## src/rtl/uvmt_cv32e40x_sl_trigger_csr_shadow.sv

```systemverilog
// rtl/uvmt_cv32e40x_sl_trigger_csr_shadow.sv - shadow tselect/tdata1/tdata2 state built from retired RVFI CSR writes
// Applies WARL legalisation and hit-bit tracking; outputs are registered per-trigger arrays.

module uvmt_cv32e40x_sl_trigger_csr_shadow #(
  parameter int          NUM_TRIGGERS = 4,
  parameter logic [31:0] TDATA1_RESET = 32'hF800_0000
) (
  input  logic                                                  clk_i,
  input  logic                                                  rst_ni,
  input  logic                                                  rvfi_valid,
  input  logic                                                  rvfi_trap_exception,
  input  logic                                                  rvfi_dbg_mode,
  input  logic                                                  csr_we,
  input  logic [11:0]                                           csr_addr,
  input  logic [31:0]                                           csr_wdata,
  input  logic [((NUM_TRIGGERS > 0) ? NUM_TRIGGERS : 1)-1:0]    trigger_hit,
  output logic [31:0]                                           tselect_o,
  output logic [NUM_TRIGGERS:0][31:0]                           tdata1_array,
  output logic [NUM_TRIGGERS:0][31:0]                           tdata2_array
);

  localparam int NT = (NUM_TRIGGERS > 0) ? NUM_TRIGGERS : 1;

  localparam logic [11:0] ADDR_TSELECT = 12'h7A0;
  localparam logic [11:0] ADDR_TDATA1  = 12'h7A1;
  localparam logic [11:0] ADDR_TDATA2  = 12'h7A2;

  localparam logic [3:0] TYPE_MCONTROL  = 4'd2;
  localparam logic [3:0] TYPE_ETRIGGER  = 4'd5;
  localparam logic [3:0] TYPE_MCONTROL6 = 4'd6;
  localparam logic [3:0] TYPE_DISABLED  = 4'hF;

  // WARL view of a tdata1 write; dmode can only be set from debug mode.
  function automatic logic [31:0] legalize_tdata1(input logic [31:0] wdata, input logic dbg_mode);
    logic [3:0]  ttype;
    logic        dmode;
    logic [3:0]  match;
    logic [3:0]  action;
    logic [31:0] r;
    ttype  = wdata[31:28];
    dmode  = wdata[27] & dbg_mode;
    match  = wdata[10:7];
    action = (wdata[15:12] == 4'd1) ? 4'd1 : 4'd0;
    r      = '0;
    if (!(match == 4'd0 || match == 4'd2 || match == 4'd3)) begin
      match = 4'd0;
    end
    case (ttype)
      TYPE_MCONTROL, TYPE_MCONTROL6: begin
        r = {ttype, dmode, 4'b0, wdata[22], 6'b0, action, 1'b0, match,
             wdata[6], 2'b0, wdata[3], wdata[2:0]};
      end
      TYPE_ETRIGGER: begin
        r = {ttype, dmode, 17'b0, wdata[9], 2'b0, wdata[6], 6'd1};
      end
      default: begin
        r = {TYPE_DISABLED, dmode, 27'b0};
      end
    endcase
    return r;
  endfunction

  logic [31:0] tselect_q, tselect_d;
  logic [31:0] tdata1_q [NT];
  logic [31:0] tdata1_d [NT];
  logic [31:0] tdata2_q [NT];
  logic [31:0] tdata2_d [NT];

  logic        commit;
  logic        wr_guard;
  logic [31:0] sel_tdata1;

  always_comb begin
    sel_tdata1 = '0;
    for (int t = 0; t < NT; t++) begin
      if (tselect_q == 32'(t)) begin
        sel_tdata1 = tdata1_q[t];
      end
    end
  end

  assign commit   = rvfi_valid && !rvfi_trap_exception && csr_we;
  assign wr_guard = sel_tdata1[27] && !rvfi_dbg_mode;

  always_comb begin
    tselect_d = tselect_q;
    if (commit && csr_addr == ADDR_TSELECT && csr_wdata < 32'(NUM_TRIGGERS)) begin
      tselect_d = csr_wdata;
    end
  end

  // The hit is applied first so that a same-cycle CSR write overrides it.
  always_comb begin
    for (int t = 0; t < NT; t++) begin
      tdata1_d[t] = tdata1_q[t];
      tdata2_d[t] = tdata2_q[t];
      if (rvfi_valid && trigger_hit[t] &&
          (tdata1_q[t][31:28] == TYPE_MCONTROL || tdata1_q[t][31:28] == TYPE_MCONTROL6)) begin
        tdata1_d[t][22] = 1'b1;
      end
      if (commit && !wr_guard && tselect_q == 32'(t)) begin
        if (csr_addr == ADDR_TDATA1) begin
          tdata1_d[t] = legalize_tdata1(csr_wdata, rvfi_dbg_mode);
        end
        if (csr_addr == ADDR_TDATA2) begin
          tdata2_d[t] = csr_wdata;
        end
      end
    end
  end

  always_ff @(posedge clk_i or negedge rst_ni) begin
    if (!rst_ni) begin
      tselect_q <= '0;
      for (int t = 0; t < NT; t++) begin
        tdata1_q[t] <= TDATA1_RESET;
        tdata2_q[t] <= '0;
      end
    end else begin
      tselect_q <= tselect_d;
      for (int t = 0; t < NT; t++) begin
        tdata1_q[t] <= tdata1_d[t];
        tdata2_q[t] <= tdata2_d[t];
      end
    end
  end

  assign tselect_o = tselect_q;

  for (genvar t = 0; t <= NUM_TRIGGERS; t++) begin : g_out
    if (t < NUM_TRIGGERS) begin : g_impl
      assign tdata1_array[t] = tdata1_q[t];
      assign tdata2_array[t] = tdata2_q[t];
    end else begin : g_pad
      assign tdata1_array[t] = '0;
      assign tdata2_array[t] = '0;
    end
  end

endmodule

```

## config.mk

```make
export PLATFORM = sky130hd
export DESIGN_NAME = uvmt_cv32e40x_sl_trigger_csr_shadow
export DESIGN_NICKNAME = d
export VERILOG_FILES = /design/src/rtl/uvmt_cv32e40x_sl_trigger_csr_shadow.sv
export SDC_FILE = /design/constraint.sdc
export NUM_CORES = 1
export LEC_CHECK = 0
export CORE_MARGIN = 10
export CORE_UTILIZATION = 40
export DETAILED_ROUTE_END_ITERATION = 6
export GPL_ROUTABILITY_DRIVEN = 0
export PLACE_DENSITY = 0.79
export SYNTH_ARGS = -nofsm -noshare
export SYNTH_HDL_FRONTEND = slang
export SYNTH_SLANG_ARGS = --single-unit
```

## constraint.sdc

```tcl
create_clock -name clk_i -period 2.4 [get_ports clk_i]
set_input_delay 0.24 -clock clk_i [delete_from_list [all_inputs] [get_ports clk_i]]
set_output_delay 0.24 -clock clk_i [all_outputs]
set_load 0.005 [all_outputs]
```

==> results.md, run 1 <==
Global route:
- The number of antenna violations at the first check in global routing is 2.
- Global routing finished with a remaining overflow of 0.
- The global-route wire length before repair is 43,600 µm.
- The maximum number of pins on one net before global-route repair is 68.
- The global-route usage over all layers is 18.0%.
- The number of global-route vias before repair came to 6,818.

Clock tree:
- The maximum buffer depth of the clock tree is 3.
- In this run the number of H-tree levels came out at 1.
- The CTS clock-pin slew for the worst setup and hold paths is 60 ps.
- CTS saw 224 sinks.
- Buffers added to address setup during post-CTS repair amount to 0.
- TritonCTS built the clock tree.
- The clock insertion delay at the later pin of the skew report is 520 ps.
- The cell chosen for the clock root is sky130_fd_sc_hd__clkbuf_16.
- Buffers inserted during clock tree synthesis total 25.

Hold path:
- The worst hold path belongs to the class input pin to async pin.

STA:
- Once routing completed, OpenROAD measured the worst setup slack at 98.4 ps.
- The count of final max-slew check failures is 0.
- Static timing analysis puts the maximum clock frequency at 434 MHz.
- Summed over all failing endpoints, the final setup total negative slack is 0 ps.
- The worst clock skew is 10.3 ps.
- Setup repair after global routing left no endpoint under its margin.
- The actual slew at the worst max-slew pin is 517 ps.
- The hold violation total from the final report is 0.
- Subtracting the final worst setup slack from the clock period gives 2300 ps.
- Dividing the final minimum period by the clock period gives 95.9%.
- The final number of setup-violating endpoints is 0.
- The relative slew slack is 65.6%.

Finish:
- The filler cells instantiated in the layout total 2,010.
- Across the whole layout, storage elements account for 5630 µm².
- The antenna diode count is 0.
- Once layout is complete, the cells apart from fillers number 1,418.
- Of the cells placed in the final design, the portion with a size suffix greater than 1 is 23.9%.
- In the final layout, the multi-input gates occupy 3510 µm².
- The signed area change from the synthesized netlist to the final layout is 38.8%.
- At the end of the flow the core is filled with cells to 56.5%.
- The count of nets after finishing is 1,129.

Drt:
- The residual DRC count is 0.
- The average vias per placed instance is 4.55.
- Dividing the detail-routed wire length by the instance count gives 21.1 µm.
- The overall routed net length is 30,000 µm.
- In this run, the number of DRC markers left after iteration 0 of detailed routing was 397.
- The count of nets left with antenna violations once routing finished came out at 0.
- For this run, the detailed router's first-pass iteration total came to 4.
- The detailed-route via count is 6,448.

Critical path:
- The worst register-to-register path ends at tdata2_array[65]$_DFFE_PN0P_.
- The worst path arrival time is 2700 ps.
- The cell family with the largest share of critical-path delay is simple AND/OR/NAND/NOR gates.
- The worst register-to-register path has a depth of 5.
- Of all nets on the critical path, the largest fanout is 32.
- The startpoint identified for the worst register-to-register timing path is tselect_o[4]$_DFFE_PN0P_.
- For this run, the slowest stage of the critical path takes 540 ps.
- The type of element capturing the critical path is a register.
- The highest-delay cell along the critical path is sky130_fd_sc_hd__or4_4.
- The critical path goes through or4_4, nand4b_4, nor4_4, buf_12, mux2_2.
- The instance count on the critical path is 5.
- The kind of start point of the critical path is a register.
- The required time at the endpoint of the critical path is 2800 ps.
- The number of buffers and inverters on the critical path is 1.
- Setup slack on the worst reg-to-reg path comes out at 100 ps.
- The category of the most critical setup path is register to register.
- Tracing the worst setup path back leads to its startpoint at tselect_o[4]$_DFFE_PN0P_.
- The most critical setup path has its endpoint at tdata2_array[65]$_DFFE_PN0P_.

Die:
- The full die area is 31,400 µm².
- The count of boundary I/O pins is 406.
- The floorplan step set the die width to 177 µm.
- The number of placement rows is 57.
- The effective utilization at floorplan is 40.7%.
- The floorplan step defined a core boundary enclosing 24,300 µm².
- The floorplan die height is 177 µm.

Synthesis:
- The biggest area contributor in the post-synthesis netlist is sky130_fd_sc_hd__dfrtp_1.
- Yosys printed 0 warnings.
- Counting every instance in the synthesized netlist gives 741.
- The post-synthesis instance area is 9890 µm².
- By area the synthesized netlist is led by sky130_fd_sc_hd__dfrtp_1 (52%), sky130_fd_sc_hd__buf_4 (9.7%), sky130_fd_sc_hd__mux2_4 (9.1%).
- A synthesized cell averages 13.4 µm².
- The flip-flop and latch count after synthesis is 224.
- The share of the Yosys chip area taken by registers is 56.9%.
- The number of different library cells used by synthesis comes to 41.
- The area fraction of the dominant cell type after synthesis is 51.6%.

Power:
- The leakage component of the power is 6.55 nW.
- The power after layout is 7.85 mW.
- The cell area power density is 572 nW/µm².
- The worst-case IR drop observed on VDD is 0.535 mV.

Place:
- The post-placement worst setup slack is -159 ps.
- The HPWL after detailed placement is 23,300 µm.
- The total placed cells including tap cells is 1,371.
- The number of I/O port buffers is 277.

Flow run:
- The number of max-capacitance violations reported is 0.

Outcome:
- The run finished with clean final reports.
final cells by class:
type	count	share of cell area (%)
Timing Repair Buffer	336	24.3
Clock inverter	8	0.583
Inverter	14	0.383
Sequential cell	224	41.0
Tap cell	324	2.95
Multi-Input combinational cell	474	25.5
Clock buffer	38	5.27
cell usage after synthesis (all sizes together):
cell / instances
nand4: 5
dfrtp: 204
and3: 1
dfstp: 20
conb: 1
and4bb: 1
and4b: 3
nor4b: 1
nand2: 50
nor4: 14
mux2i: 14
nor3b: 1
nand2b: 3
nand3b: 3
and2: 34
clkbuf: 7
buf: 149
o21ai: 43
mux2: 131
and3b: 1
nand3: 6
a41oi: 4
inv: 14
nor3: 3
or4: 5
nor2: 13
a21oi: 8
nand4b: 1
o211ai: 1
flip-flops by register name, indices dropped and copies added, names as in the netlist:
| register | cells |
|---|---|
| tselect_o | 32 |
| tdata1_array | 64 |
| tdata2_array | 128 |
routing by layer:
metal	routed length (µm)	track usage (%)	share of wire, %
met5	8	0	0.027
met4	680	4.20	2.3
met3	3210	7.13	11
met2	14600	30.7	49
met1	11500	20.8	38
worst min path at each step:
| stage | startpoint | to | slack, ps |
|---|---|---|---|
| after floorplan | rst_ni | tdata1_array[0]$_DFFE_PN0P_ | -60 |
| after global placement | rst_ni | tselect_o[12]$_DFFE_PN0P_ | 230 |
| after detailed placement | rst_ni | tselect_o[14]$_DFFE_PN0P_ | 230 |
| after CTS | rst_ni | tdata2_array[86]$_DFFE_PN0P_ | 260 |
| after global routing | rst_ni | tdata2_array[125]$_DFFE_PN0P_ | 310 |
| final | rst_ni | tselect_o[14]$_DFFE_PN0P_ | 270 |
report_power, final:
part | switching, mW | internal, mW | total (mW) | leakage, nW
Combinational | 0.232 | 0.132 | 0.364 | 3.13
Sequential | 0.000754 | 3.78 | 3.78 | 3.02
Clock | 1.51 | 2.20 | 3.71 | 0.401
cells in the final DEF (no fill, tap or decap), types with 4 or more instances in the layout:
master and instances:
sky130_fd_sc_hd__a21oi_1 6, sky130_fd_sc_hd__a41oi_1 4, sky130_fd_sc_hd__and2_1 33, sky130_fd_sc_hd__buf_12 9, sky130_fd_sc_hd__buf_4 49, sky130_fd_sc_hd__clkbuf_1 8
sky130_fd_sc_hd__clkbuf_16 25, sky130_fd_sc_hd__clkbuf_8 5, sky130_fd_sc_hd__clkdlybuf4s50_1 276, sky130_fd_sc_hd__clkinv_2 6, sky130_fd_sc_hd__conb_1 128, sky130_fd_sc_hd__dfrtp_1 204
sky130_fd_sc_hd__dfstp_2 20, sky130_fd_sc_hd__inv_1 14, sky130_fd_sc_hd__mux2_2 68, sky130_fd_sc_hd__mux2_4 60, sky130_fd_sc_hd__mux2i_1 14, sky130_fd_sc_hd__nand2_1 50
sky130_fd_sc_hd__nand3_1 5, sky130_fd_sc_hd__nand4_1 4, sky130_fd_sc_hd__nor2_1 13, sky130_fd_sc_hd__nor4_1 8, sky130_fd_sc_hd__o21ai_0 15, sky130_fd_sc_hd__o21ai_1 28
sky130_fd_sc_hd__or4_4 4
timing repair:
action	in CTS	in global routing
hold buffers	1	0
endpoints found under the setup margin	2	14
gates resized for setup	0	1
pin swaps	1	1
hold endpoints to repair	58	0
cell families (layout without fill, tap and decap cells):
family	count (synthesis)	count (layout)	synth area share (%)
AO/OA/AOI/OAI	56	56	3.09
other	1	128	0.0379
buffers and inverters	170	396	12.5
flip-flops	224	224	56.9
multiplexers	145	145	18.6
AND/OR/NAND/NOR	145	145	8.84
per-stage QoR:
step                hold WS (ps)  instance area, µm²
floorplan                  -55.6               10400
global placement             229               12900
detailed placement           230               12900
CTS                          263               13700
global route                 308               13700
finish                       269               13700
(Power assumes the default switching activity.)
==> run 2: changes to the inputs <==
--- a/config.mk
+++ b/config.mk
@@ -7,6 +7,7 @@
 export LEC_CHECK = 0
 export CORE_MARGIN = 10
 export CORE_UTILIZATION = 40
+export CTS_CLUSTER_DIAMETER = 40
 export DETAILED_ROUTE_END_ITERATION = 6
 export GPL_ROUTABILITY_DRIVEN = 0
 export PLACE_DENSITY = 0.79
==> constraint.sdc (replaced) <==
create_clock -name clk_i -period 2.35 [get_ports clk_i]
set_input_delay 0.235 -clock clk_i [delete_from_list [all_inputs] [get_ports clk_i]]
set_output_delay 0.235 -clock clk_i [all_outputs]
set_load 0.005 [all_outputs]
==> results.md, run 2 (synthesis results as in run 1) <==
Critical path:
- The cell repeated most along the worst path is sky130_fd_sc_hd__or4_4.
- The worst path arrival time came to 2790 ps (+90 ps).
- The origin of the worst setup path is tselect_o[4]$_DFFE_PN0P_.
- The signal on the critical path passes through or4_4, nand4b_4, buf_6, or4_4, buf_12, nand2_1, o21ai_1.
- The launch point of the worst reg-to-reg path is tselect_o[4]$_DFFE_PN0P_.
- The type of element capturing the critical path is a register.
- The cell family with the largest share of critical-path delay is simple AND/OR/NAND/NOR gates.
- The required time at the endpoint of the critical path is 2730 ps (-70 ps).
- The maximum single-stage delay on the critical path came to 530 ps (about the same).
- The number of buffers and inverters on the critical path was 2 (+1).
- The kind of start point of the critical path is a register.
- On the critical path, the stage with the largest delay is an instance of sky130_fd_sc_hd__or4_4.
- The maximum net fanout on the critical path was 23 (-28%).
- By startpoint and endpoint, the worst setup path is classified as register to register.

Global route:
- The global-route usage over all layers is 18.5% (+0.45 points).
- The maximum number of pins on one net before global-route repair was 68 (unchanged).
- The number of global-route vias before repair is 7,209 (+5.7%).
- The number of antenna violations at the first check in global routing was 0 (-2).
- The remaining global-route overflow is 0 (unchanged).
- The global-route wire length before repair is 44,900 µm (+2.9%).

Drt:
- The overall routed net length is 32,200 µm (+7.3%).
- The detailed-router iteration count before antenna repair came to 4 (unchanged).
- The violation count after the first detailed-routing iteration is 268 (-32%).
- The average vias per placed instance is 4.64 (+2.1%).
- The residual DRC count is 0 (unchanged).
- The detailed-route via count is 6,780 (+5.1%).
- The detailed-route wire length per cell is 22.0 µm (+4.2%).
- The remaining antenna violation count was 0 (unchanged).

Finish:
- The library cell used most frequently in the layout, excluding fill and tap cells, is sky130_fd_sc_hd__clkdlybuf4s50_1.
- The footprint of the multi-input gates is 3630 µm² (+3.5%).
- The sequential standard cell area is 5630 µm² (unchanged).
- Compared with the post-synthesis result, the final layout area differs by 47.5%.
- The ratio of cells with drive above 1 in the final layout is 29.8% (+5.8 points).
- The count of nets after finishing was 1,161 (+2.8%).
- The number of inserted filler cells in the final layout is 1,884 (-6.3%).
- In the layout the commonest cells are sky130_fd_sc_hd__clkdlybuf4s50_1 (276), sky130_fd_sc_hd__dfrtp_1 (204), sky130_fd_sc_hd__conb_1 (128).
- The number of flip-flops in the largest register is 128 (unchanged).
- The final instance count without filler cells is 1,460 (+3.0%).

Clock tree:
- The CTS clock-pin slew for the worst setup and hold paths is 60 ps (about the same).
- The clock insertion delay at the later pin of the skew report was 520 ps (about the same).
- The number of levels in the clock H-tree is 2 (+1).
- The maximum buffer depth of the clock tree is 3 (unchanged).
- The number of clock sinks came to 224 (unchanged).
- The cell chosen for the clock root is sky130_fd_sc_hd__clkbuf_16.
- TritonCTS built the clock tree.
- The number of CTS-inserted buffers is 37 (+48%).

Place:
- The number of I/O port buffers is 277 (unchanged).
- The total placed cells including tap cells is 1,383 (+0.88%).
- The detailed-placement wirelength estimate is 23,300 µm (+0.14%).

STA:
- The actual slew at the worst max-slew pin is 530 ps (+13.1 ps).
- The maximum achievable frequency is 414 MHz (-4.8%).
- Setup repair after global routing could not meet its margin everywhere.
- The worst clock skew is 30.0 ps (+19.8 ps).
- The count of final max-slew check failures is 0 (unchanged).
- The hold violation total from the final report is 0 (unchanged).
- The relative slew slack is 64.3% (-1.2 points).
- The share of the clock period used by the worst path is 103% (+7.0 points).
- The final setup slack of the worst path is -67.3 ps (-166 ps).
- The final period demand of the worst path is 2420 ps (+116 ps).
- The final number of setup-violating endpoints is 23 (+23).

Power:
- The leakage component of the power is 6.94 nW (+6.0%).
- The power after layout is 9.80 mW (+25%).
- The cell area power density is 672 nW/µm² (+18%).
- The maximum VDD drop is 0.556 mV (+3.9%).

Die:
- The number of placement rows came to 57 (unchanged).
- The floorplan die height is 177 µm (unchanged).
- The die boundary width is 177 µm (unchanged).
- The full die area was 31,400 µm² (unchanged).
- The core area is 24,300 µm² (unchanged).
- The count of boundary I/O pins is 406 (unchanged).
- The effective utilization at floorplan is 40.7% (unchanged).

Hold path:
- The tightest min-delay check is of the input pin to async pin type.

Outcome:
- The checks that failed: setup timing.
- The flow ran to the end, but the final reports show violations.

Flow run:
- The number of max-capacitance violations reported is 0 (unchanged).
==> run 2: cell count changes in the layout (fill, tap and decap cells not counted), moves of 5 or more <==
cell | before | now
sky130_fd_sc_hd__buf_6 | 0 | 10
sky130_fd_sc_hd__o21ai_2 | 0 | 11
sky130_fd_sc_hd__clkbuf_16 | 25 | 42
sky130_fd_sc_hd__nand2_2 | 0 | 14
sky130_fd_sc_hd__nand2_1 | 50 | 35
sky130_fd_sc_hd__o21ai_0 | 15 | 5
sky130_fd_sc_hd__clkbuf_1 | 8 | 3
==> run 2: area by class of cell <==
cell class,count,area share [%]
Multi-Input combinational cell,476,24.9
Inverter,14,0.360
Sequential cell,224,38.6
Antenna cell,1,0.0171
Timing Repair Buffer,354,24.5
Clock buffer,46,7.06
Tap cell,324,2.78
Clock inverter,21,1.82
==> run 2: stage by stage <==
stage / utilization, % / instance area, µm² / hold slack (ps) / TNS [ps] / worst slack, ps
floorplan: - / 10400 / -60.6 / 0 / 98.5
global placement: 53.4 / 13000 / 230 / -9790 / -194
detailed placement: 53.4 / 13000 / 235 / -11370 / -212
CTS: 58.8 / 14300 / 278 / -44.9 / -24.7
global route: 60.0 / 14600 / 311 / -4610 / -127
finish: 60.0 / 14600 / 269 / -393 / -67.3
==> run 2: timing repair <==
action / 4_1_cts / 5_1_grt
endpoints found under the hold margin: 52 / 0
gates resized for setup: 1 / 57
endpoints found under the setup margin: 11 / 101
hold buffers: 1 / 0
buffers inserted: 0 / 2
gates cloned: 0 / 6
pin swaps: 0 / 21
==> run 2: per-layer routing <==
layer  track usage (%)  wire length, µm
met4              5.80              837
met1              20.9            12100
met5                 0                0
met3              7.34             3260
met2              31.3            15900
==> run 2: power breakdown <==
| group | internal (mW) | switching (mW) | leakage (nW) | total (mW) |
|---|---|---|---|---|
| Combinational | 0.139 | 0.240 | 3.29 | 0.379 |
| Clock | 3.53 | 2.03 | 0.630 | 5.56 |
| Sequential | 3.86 | 0.000767 | 3.02 | 3.86 |
==> run 2: path summary, 6_finish.rpt <==
| check | to | slack [ps] | cells past startpoint |
|---|---|---|---|
| max in group asynchronous | tdata2_array[41]$_DFFE_PN0P_ | 1350 | 3 |
| max | tdata1_array[8]$_DFFE_PN0P_ | -70 | 7 |
| max reg2reg | tdata1_array[8]$_DFFE_PN0P_ | -70 | 7 |
| min reg2reg | tdata1_array[94]$_DFFE_PN1P_ | 460 | 2 |
| min | tselect_o[11]$_DFFE_PN0P_ | 270 | 2 |
| min in group clk_i | tdata1_array[86]$_DFF_PN0_ | 450 | 3 |
